===== src/rtl/alu_seq.sv =====
// alu_seq: registered WIDTH-bit ALU with valid/ready handshakes and carry chaining.
// Define ALU_SEQ_MUL_EN to build the iterative shift-add multiplier (opcode 13).
module alu_seq #(
  parameter int WIDTH = 16,
  localparam int SHW = $clog2(WIDTH)
) (
  input  logic             clk,
  input  logic             rst_n,
  input  logic             in_valid,
  output logic             in_ready,
  input  logic [3:0]       op,
  input  logic [WIDTH-1:0] arg_a,
  input  logic [WIDTH-1:0] arg_b,
  output logic             out_valid,
  input  logic             out_ready,
  output logic [WIDTH-1:0] result,
  output logic             carry,
  output logic             zero,
  output logic             negative,
  output logic             overflow,
  output logic             busy
);

  localparam logic [3:0] OP_ADD = 4'd0;
  localparam logic [3:0] OP_SUB = 4'd1;
  localparam logic [3:0] OP_AND = 4'd2;
  localparam logic [3:0] OP_OR  = 4'd3;
  localparam logic [3:0] OP_NOT = 4'd4;
  localparam logic [3:0] OP_XOR = 4'd5;
  localparam logic [3:0] OP_ROL = 4'd6;
  localparam logic [3:0] OP_ROR = 4'd7;
  localparam logic [3:0] OP_ADC = 4'd8;
  localparam logic [3:0] OP_SBB = 4'd9;
  localparam logic [3:0] OP_SHL = 4'd10;
  localparam logic [3:0] OP_SHR = 4'd11;
  localparam logic [3:0] OP_ASR = 4'd12;
  localparam logic [3:0] OP_MUL = 4'd13;
  localparam logic [3:0] OP_CMP = 4'd14;
  localparam logic [3:0] OP_PSB = 4'd15;

  localparam int M = WIDTH - 1;

  typedef enum logic [1:0] {
    S_IDLE = 2'd0,
    S_HOLD = 2'd1
`ifdef ALU_SEQ_MUL_EN
    , S_MUL = 2'd2
`endif
  } state_t;

  state_t state, state_nx;
  logic   cf;
  logic   accept, is_mul, ld_res;

  logic [WIDTH-1:0]   r_c;
  logic               c_c, z_c, n_c, v_c;
  logic               cin, nz;
  logic [SHW-1:0]     sh;
  logic [WIDTH:0]     sum, diff;
  logic [WIDTH:0]     shl_x, shr_x, asr_x;
  logic [2*WIDTH-1:0] rol_x, ror_x;
  logic               add_ovf, sub_ovf;

  assign accept    = in_valid && in_ready;
  assign ld_res    = accept && !is_mul;
  assign out_valid = (state == S_HOLD);
  assign in_ready  = (state == S_IDLE) ||
                     ((state == S_HOLD) && out_ready);

`ifdef ALU_SEQ_MUL_EN
  logic [2*WIDTH-1:0] ma, acc, acc_nx;
  logic [WIDTH-1:0]   mb;
  logic [SHW-1:0]     cnt;
  logic               last;

  assign is_mul = (op == OP_MUL);
  assign busy   = (state == S_MUL);
  assign last   = (state == S_MUL) && (cnt == SHW'(WIDTH-1));
  assign acc_nx = acc + (mb[cnt] ? (ma << cnt) : '0);
`else
  assign is_mul = 1'b0;
  assign busy   = 1'b0;
`endif

  always_comb begin
    state_nx = state;
    if (accept) state_nx = S_HOLD;
`ifdef ALU_SEQ_MUL_EN
    if (accept && is_mul) state_nx = S_MUL;
    if (last) state_nx = S_HOLD;
`endif
    if ((state == S_HOLD) && out_ready && !in_valid)
      state_nx = S_IDLE;
  end

  // Single-cycle datapath; cin is the carry flag only for the chained ops.
  always_comb begin
    cin   = (op == OP_ADC || op == OP_SBB) ? cf : 1'b0;
    sh    = arg_b[SHW-1:0];
    nz    = (sh != '0);
    sum   = {1'b0, arg_a} + {1'b0, arg_b} + (WIDTH+1)'(cin);
    diff  = {1'b0, arg_a} - {1'b0, arg_b} - (WIDTH+1)'(cin);
    shl_x = {1'b0, arg_a} << sh;
    shr_x = {arg_a, 1'b0} >> sh;
    asr_x = $signed({arg_a, 1'b0}) >>> sh;
    rol_x = {arg_a, arg_a} << sh;
    ror_x = {arg_a, arg_a} >> sh;
    add_ovf = (arg_a[M] == arg_b[M]) && (sum[M] != arg_a[M]);
    sub_ovf = (arg_a[M] != arg_b[M]) && (diff[M] != arg_a[M]);
    r_c = '0;
    c_c = 1'b0;
    v_c = 1'b0;
    unique case (op)
      OP_ADD, OP_ADC: begin
        r_c = sum[M:0]; c_c = sum[WIDTH]; v_c = add_ovf;
      end
      OP_SUB, OP_SBB, OP_CMP: begin
        r_c = diff[M:0]; c_c = diff[WIDTH]; v_c = sub_ovf;
      end
      OP_AND: r_c = arg_a & arg_b;
      OP_OR:  r_c = arg_a | arg_b;
      OP_NOT: r_c = ~arg_a;
      OP_XOR: r_c = arg_a ^ arg_b;
      OP_ROL: begin
        r_c = rol_x[2*WIDTH-1:WIDTH]; c_c = nz & rol_x[WIDTH];
      end
      OP_ROR: begin
        r_c = ror_x[M:0]; c_c = nz & ror_x[M];
      end
      OP_SHL: begin
        r_c = shl_x[M:0]; c_c = shl_x[WIDTH];
      end
      OP_SHR: begin
        r_c = shr_x[WIDTH:1]; c_c = shr_x[0];
      end
      OP_ASR: begin
        r_c = asr_x[WIDTH:1]; c_c = asr_x[0];
      end
      OP_MUL: r_c = '0;
      OP_PSB: r_c = arg_b;
      default: r_c = '0;
    endcase
    z_c = (r_c == '0);
    n_c = r_c[M];
    if (op == OP_CMP) begin
      r_c = arg_a;
      z_c = (arg_a == arg_b);
    end
  end

  always_ff @(posedge clk) begin
    if (!rst_n) begin
      state    <= S_IDLE;
      result   <= '0;
      carry    <= 1'b0;
      zero     <= 1'b0;
      negative <= 1'b0;
      overflow <= 1'b0;
      cf       <= 1'b0;
`ifdef ALU_SEQ_MUL_EN
      ma  <= '0;
      mb  <= '0;
      acc <= '0;
      cnt <= '0;
`endif
    end else begin
      state <= state_nx;
      if (ld_res) begin
        result   <= r_c;
        carry    <= c_c;
        zero     <= z_c;
        negative <= n_c;
        overflow <= v_c;
        cf       <= c_c;
      end
`ifdef ALU_SEQ_MUL_EN
      if (accept && is_mul) begin
        ma  <= {{WIDTH{1'b0}}, arg_a};
        mb  <= arg_b;
        acc <= '0;
        cnt <= '0;
      end else if (state == S_MUL) begin
        acc <= acc_nx;
        cnt <= cnt + SHW'(1);
      end
      // Final step: carry flags a non-zero upper product half.
      if (last) begin
        result   <= acc_nx[M:0];
        carry    <= |acc_nx[2*WIDTH-1:WIDTH];
        zero     <= (acc_nx[M:0] == '0);
        negative <= acc_nx[M];
        overflow <= 1'b0;
        cf       <= |acc_nx[2*WIDTH-1:WIDTH];
      end
`endif
    end
  end

endmodule


===== config.mk =====
export PLATFORM = sky130hd
export DESIGN_NAME = alu_seq
export DESIGN_NICKNAME = d
export VERILOG_FILES = /design/src/rtl/alu_seq.sv
export SDC_FILE = /design/constraint.sdc
export NUM_CORES = 1
export LEC_CHECK = 0
export CAP_MARGIN = 20
export CORE_UTILIZATION = 55
export CTS_CLUSTER_SIZE = 25
export DETAILED_ROUTE_END_ITERATION = 6
export GPL_TIMING_DRIVEN = 0
export PLACE_DENSITY = 0.8
export SLEW_MARGIN = 20
export SYNTH_ARGS = -nofsm -noshare
export SYNTH_HDL_FRONTEND = slang
export SYNTH_SLANG_ARGS = --single-unit

===== constraint.sdc =====
create_clock -name clk -period 4.55 [get_ports clk]
set_clock_uncertainty 0.15 [all_clocks]
set_input_delay 0.91 -clock clk [delete_from_list [all_inputs] [get_ports clk]]
set_output_delay 0.91 -clock clk [all_outputs]
set_load 0.005 [all_outputs]

* Word-level counts from Yosys, hierarchy flattened
Index checks and enable logic that the tools add are counted.
** Storage, ports and cells
- Register bits :: 21
- Bits in latches :: 0
- RAM bits :: 0
- ROM bits :: 0
- Input port bits :: 40
- Output and inout bits :: 23
- Logic and storage cells :: 63
- Memories :: 0
** Operators by class
- $add $sub $neg :: 4
- Multiply operators :: 0
- Div/mod/pow operators :: 0
- Order comparisons :: 0
- Equal/unequal tests :: 20
- Shift-type cells :: 5
- Multiplexer cells :: 6
- Bitwise gates (word level) :: 7
- Reduce and logical (&&, ||, !) cells :: 15
** Operator list (number)
- one-hot mux 16 bit (13 select lines) :: 1
- equality test 4 bit (second input constant) :: 8
- left shift 32 x 4 -> 32 bit :: 1
- >> shifter 32 x 4 -> 16 bit :: 1
- adder 16 x 16 -> 17 bit :: 1
- adder 17 x 1 -> 17 bit :: 1
- left shift 16 x 4 -> 17 bit :: 1
- >> shifter 17 x 4 -> 17 bit :: 1
- >>> shifter 17 x 4 -> 17 bit :: 1
- subtractor 16 x 16 -> 17 bit :: 1
- subtractor 17 x 1 -> 17 bit :: 1
- bitwise AND 16 bit :: 1
- equality test 16 bit :: 1
- equality test 4 x 3 -> 1 bit (second input constant) :: 4
- logical NOT 16 bit :: 1
- two-way mux 16 bit :: 1
- NOT 16 bit :: 1
- bitwise OR 16 bit :: 1
- bitwise XOR 16 bit :: 1
- equality test 4 x 2 -> 1 bit (second input constant) :: 2
- one-hot mux 1 bit (7 select lines) :: 1
- logical AND 1 bit :: 5
- equality test 4 x 1 -> 1 bit (second input constant) :: 1
- logical NOT 4 bit :: 1
- 12 further kinds :: 18

* Longest topological paths before layout
- Word-level depth :: 7
- Depth in mapped cells :: 18
- Depth with buffers taken out :: 15

* Worst setup path after synthesis
No wires, ideal clock.
- Path kind :: input to register
- Start :: input arg_b[0]
- End :: register zero
- Setup time :: 69 ps
- Data arrival time :: 4591 ps
- Data required time :: 4331 ps
- Path slack :: -260 ps
- Stages :: 15
- Buffers on the path :: 2
- Cells stage by stage :: inv_2 -> buf_1 -> clkbuf_1 -> fa_1 -> inv_1 -> ha_1 -> o21ai_0 -> a211o_1 -> a221oi_1 -> a211oi_1 -> mux2i_1 -> a211oi_1 -> a21oi_1 -> or4b_2 -> o21ai_1
** On the way
- Cells in the longest elaborated chain, start to end :: 5
- Elaborated cells on any way between the ends :: 16
- Those cells by class :: 4 x add/sub; 1 x eq/ne; 5 x shift; 2 x mux; 3 x bitwise; 1 x reduce/logical
** RTL lines
- start: declaration :: RTL line 13 : input logic [WIDTH-1:0] arg_b,
- subtractor 16 x 16 -> 17 bit or adder 16 x 16 -> 17 bit (tied branches) :: RTL line 102, 101
- subtractor 17 x 1 -> 17 bit or adder 17 x 1 -> 17 bit (tied branches) :: RTL line 102, 101
- one-hot mux 16 bit (13 select lines) :: RTL line 113 : unique case (op)
- logical NOT 16 bit :: RTL line 143 : z_c = (r_c == '0);
- two-way mux 1 bit * :: RTL line 145 : if (op == OP_CMP) begin
- end signal: assignment :: RTL line 171 : zero <= z_c;
- end: declaration :: RTL line 18 : output logic zero,
Mark *: on every way between the ends. The rest lies on a longest branch, timed or not.
A chain may end at the register's enable or synchronous reset.

* Final worst setup path
- Start :: input arg_b[2]
- End :: register zero
The elaborated chain is that of the path after synthesis.

==> reports/results.ini <==
[outcome]
status=complete, but fails checks
violations=setup timing

[drt]
wirelength_um=35610
drt_iter0_markers=1817
ant_nets=0
first_pass_iters=6
wl_per_cell_um=29.19
drc=0
vias=9169
routed_via_density=7.516

[global_route]
antenna_found_initial=1
grt_pass1_wl_um=52320
grt_use_met1_pct=64.03
grt_overflow=0
use_met2_pct=79.52
grt_max_degree=19
grt_pass1_vias=8642
grt_usage_pct=53.98
use_met3_pct=21.68
grt_busiest_layer=met2

[yosys]
ys_ff_latch=21
synth_warnings=0
yosysMostFrequentCell=nand2_1
synth_ff_type=dfxtp_1
yosysTopAreaCellShare_pct=11.43
avgSynthCellArea_sq_um=7.170
synth_edf_count=0
synth_cell_types=79
synth_nets=1069
seq_area_frac_synth_pct=6.095
yosysTopAreaCell=ha_1
synth_area_sq_um=6898
synth_area_leaders=ha_1 11%, mux2i_1 8.0%, dfxtp_1 6.1%, a21oi_1 4.9%, mux4_2 4.6%
ys_top_cells_by_count=77 x nand2_1, 76 x nor2_1, 67 x a21oi_1
async_flop_share_pct=0
syn_inst=962

[sta]
hold_viol=0
maxSlewViolCount=0
fin_crit_sh_pct=104.7
relSlewSlack_pct=34.62
worst_pin_slew_ns=0.9669
finalWorstSetupSlack_ns=-0.2136
rsz0062_at_grt=true
fmax_mhz=209.9
period_needed_ns=4.764
whs_ns=0.3136
setup_violations=1

[final_layout]
drive_gt1_share_pct=19.98
fill_cells=987
syn2layout_area_growth_pct=25.67
final_cell_area_sq_um=8668
instances_no_fill=1220
multi_input_area_sq_um=6315
regArea_sq_um=420.4
num-nets-final=1159

[min_path]
hold_end=result[0]$_SDFFE_PN0P_
min_from=result[0]$_SDFFE_PN0P_
whs_path_depth=2
hp-class=register to register

[clocking]
clk_pin_slew_ns=0.06
cts-buffers-inserted=3
clockBufferDepth=2
clockRootBuffer=clkbuf_16
clkSinkCount=21
clock_latency_ns=0.26
cts_tree=built
htreeDepth=1
cts_hold_buf=0

[worst_setup_path]
path_cells=clkdlybuf4s15_2 -> buf_2 -> buf_2 -> buf_2 -> buf_1 -> o32ai_1 -> a211oi_1 -> a21oi_1 -> or3_1 -> or4_4 -> o21ai_2
r2r-start=cf$_SDFFE_PN0P_
crit_arrival_ns=4.81
critPathSlowestCell=a211oi_1
crit_fanout=10
end_kind=register
reg2regPathDepth=13
worstReg2RegEnd=zero$_SDFFE_PN0P_
crit_top_cell=buf_2
required_ns=4.59
crit_type=input port to register
startpoint_type=input port
critPathMaxStageDelay_ns=0.55
r2r_slack_ns=0.36

[power]
vdd_drop_max_v=0.0001302
p_leak_nw=3.481
power_frac_clock_pct=11.8
p_seq_share_pct=13.0
power.share.combinational_pct=75.1
switching_share_pct=50.28
p_total_mw=1.613
p_int_uw=802.2
p_sw_uw=811.2
cellPowerDensity_nw_per_um2=186.1

[place]
gp_congestion=1.155
io_buffers=61
place_ws_ns=-1.984
place_area_sq_um=7754
hpwl_um=26410
dp_cells=1191

[floorplanning]
die_area_sq_um=12990
num_rows=40
ioPinCount=63
core_sq_um=12110
die_y_um=114.0
die_w_um=114.0
initial_core_util_pct=56.95

[job]
drv_cap=0

==> kinds of logic (layout without fill, tap and decap cells) <==
logic type | Yosys count | count (layout) | share of synthesized area [%]
simple gates | 323 | 323 | 24.13
compound gates | 297 | 297 | 29.62
buf+inv | 141 | 230 | 8.707
mux | 91 | 91 | 16.14
fa+ha+maj | 67 | 67 | 12.59
xor+xnor | 21 | 21 | 2.666
flops | 21 | 21 | 6.095
other cells | 1 | 2 | 0.05436
==> sequential cells by signal, summed over array words and instances, names as in the netlist <==
| signal | cells |
|---|---|
| result | 16 |
| cf | 1 |
| negative | 1 |
| overflow | 1 |
| state | 1 |
| zero | 1 |
==> final cells by class <==
type	count	area share, %
clock inverter	1	0.05774
inverter	59	2.829
tap	168	2.425
sequential	21	4.850
multi-input combinational	800	72.85
antenna	1	0.02887
clock buffer	3	0.8661
timing repair buffer	91	9.772
buffer	76	6.322
==> worst max-delay path by stage <==
| stage | start | to | slack (ns) |
|---|---|---|---|
| floorplan | op[1] | zero$_SDFFE_PN0P_ | 0.006 |
| global placement | arg_b[2] | zero$_SDFFE_PN0P_ | -1.90 |
| detailed placement | arg_b[2] | zero$_SDFFE_PN0P_ | -1.98 |
| CTS | op[1] | zero$_SDFFE_PN0P_ | -0.05 |
| global route | arg_a[9] | zero$_SDFFE_PN0P_ | -0.14 |
| finish | arg_b[2] | zero$_SDFFE_PN0P_ | -0.21 |
==> per-stage QoR <==
step	util [%]	setup TNS, ns
after floorplan	-	0
after global placement	63.97	-21.67
after detailed placement	64.02	-22.23
after CTS	69.12	-0.04905
after global routing	71.55	-0.1384
final	71.57	-0.2136
==> metal layers <==
layer / routed length, um / vias up
li1: - / 3798
met3: 5660 / 292
met4: 3442 / 0
met1: 12170 / 4172
met2: 14340 / 907
met5: 0 / -
==> worst max-delay path: cells and delay by family <==
family / cells / cell delay, ns
buffers and inverters: 5 / 1.82
AOI/OAI and AO/OA: 4 / 1.16
and+or+nand+nor: 2 / 0.89
==> power by group through the flow <==
stage	combinational, mW	clock [mW]	sequential [mW]
CTS	1.07	0.187	0.210
global placement	0.952	0	0.212
detailed placement	0.964	0	0.214
finish	1.21	0.191	0.210
global route	1.25	0.195	0.211
floorplan	0.622	0	0.213
==> layout by cell type, fill, tap and decap left out, types with 17 or more instances in the layout <==
| cell | instances |
|---|---|
| mux2_2 | 22 |
| nor3_1 | 17 |
| buf_4 | 35 |
| mux2i_1 | 53 |
| nand2b_1 | 20 |
| dfxtp_1 | 21 |
| a211oi_1 | 19 |
| clkbuf_1 | 26 |
| o21ai_0 | 35 |
| a21oi_1 | 59 |
| ha_1 | 50 |
| nor2_1 | 75 |
| inv_1 | 49 |
| nand3_1 | 26 |
| nand2_1 | 77 |
| clkdlybuf4s50_1 | 48 |
==> what timing repair did <==
action / 4_1_cts / 5_1_grt
endpoints found under the setup margin: 20 / 8
buffers inserted: 20 / 10
resized for setup: 151 / 81
pin swaps: 24 / 22
Note: power is estimated with default switching activity, not from simulation.
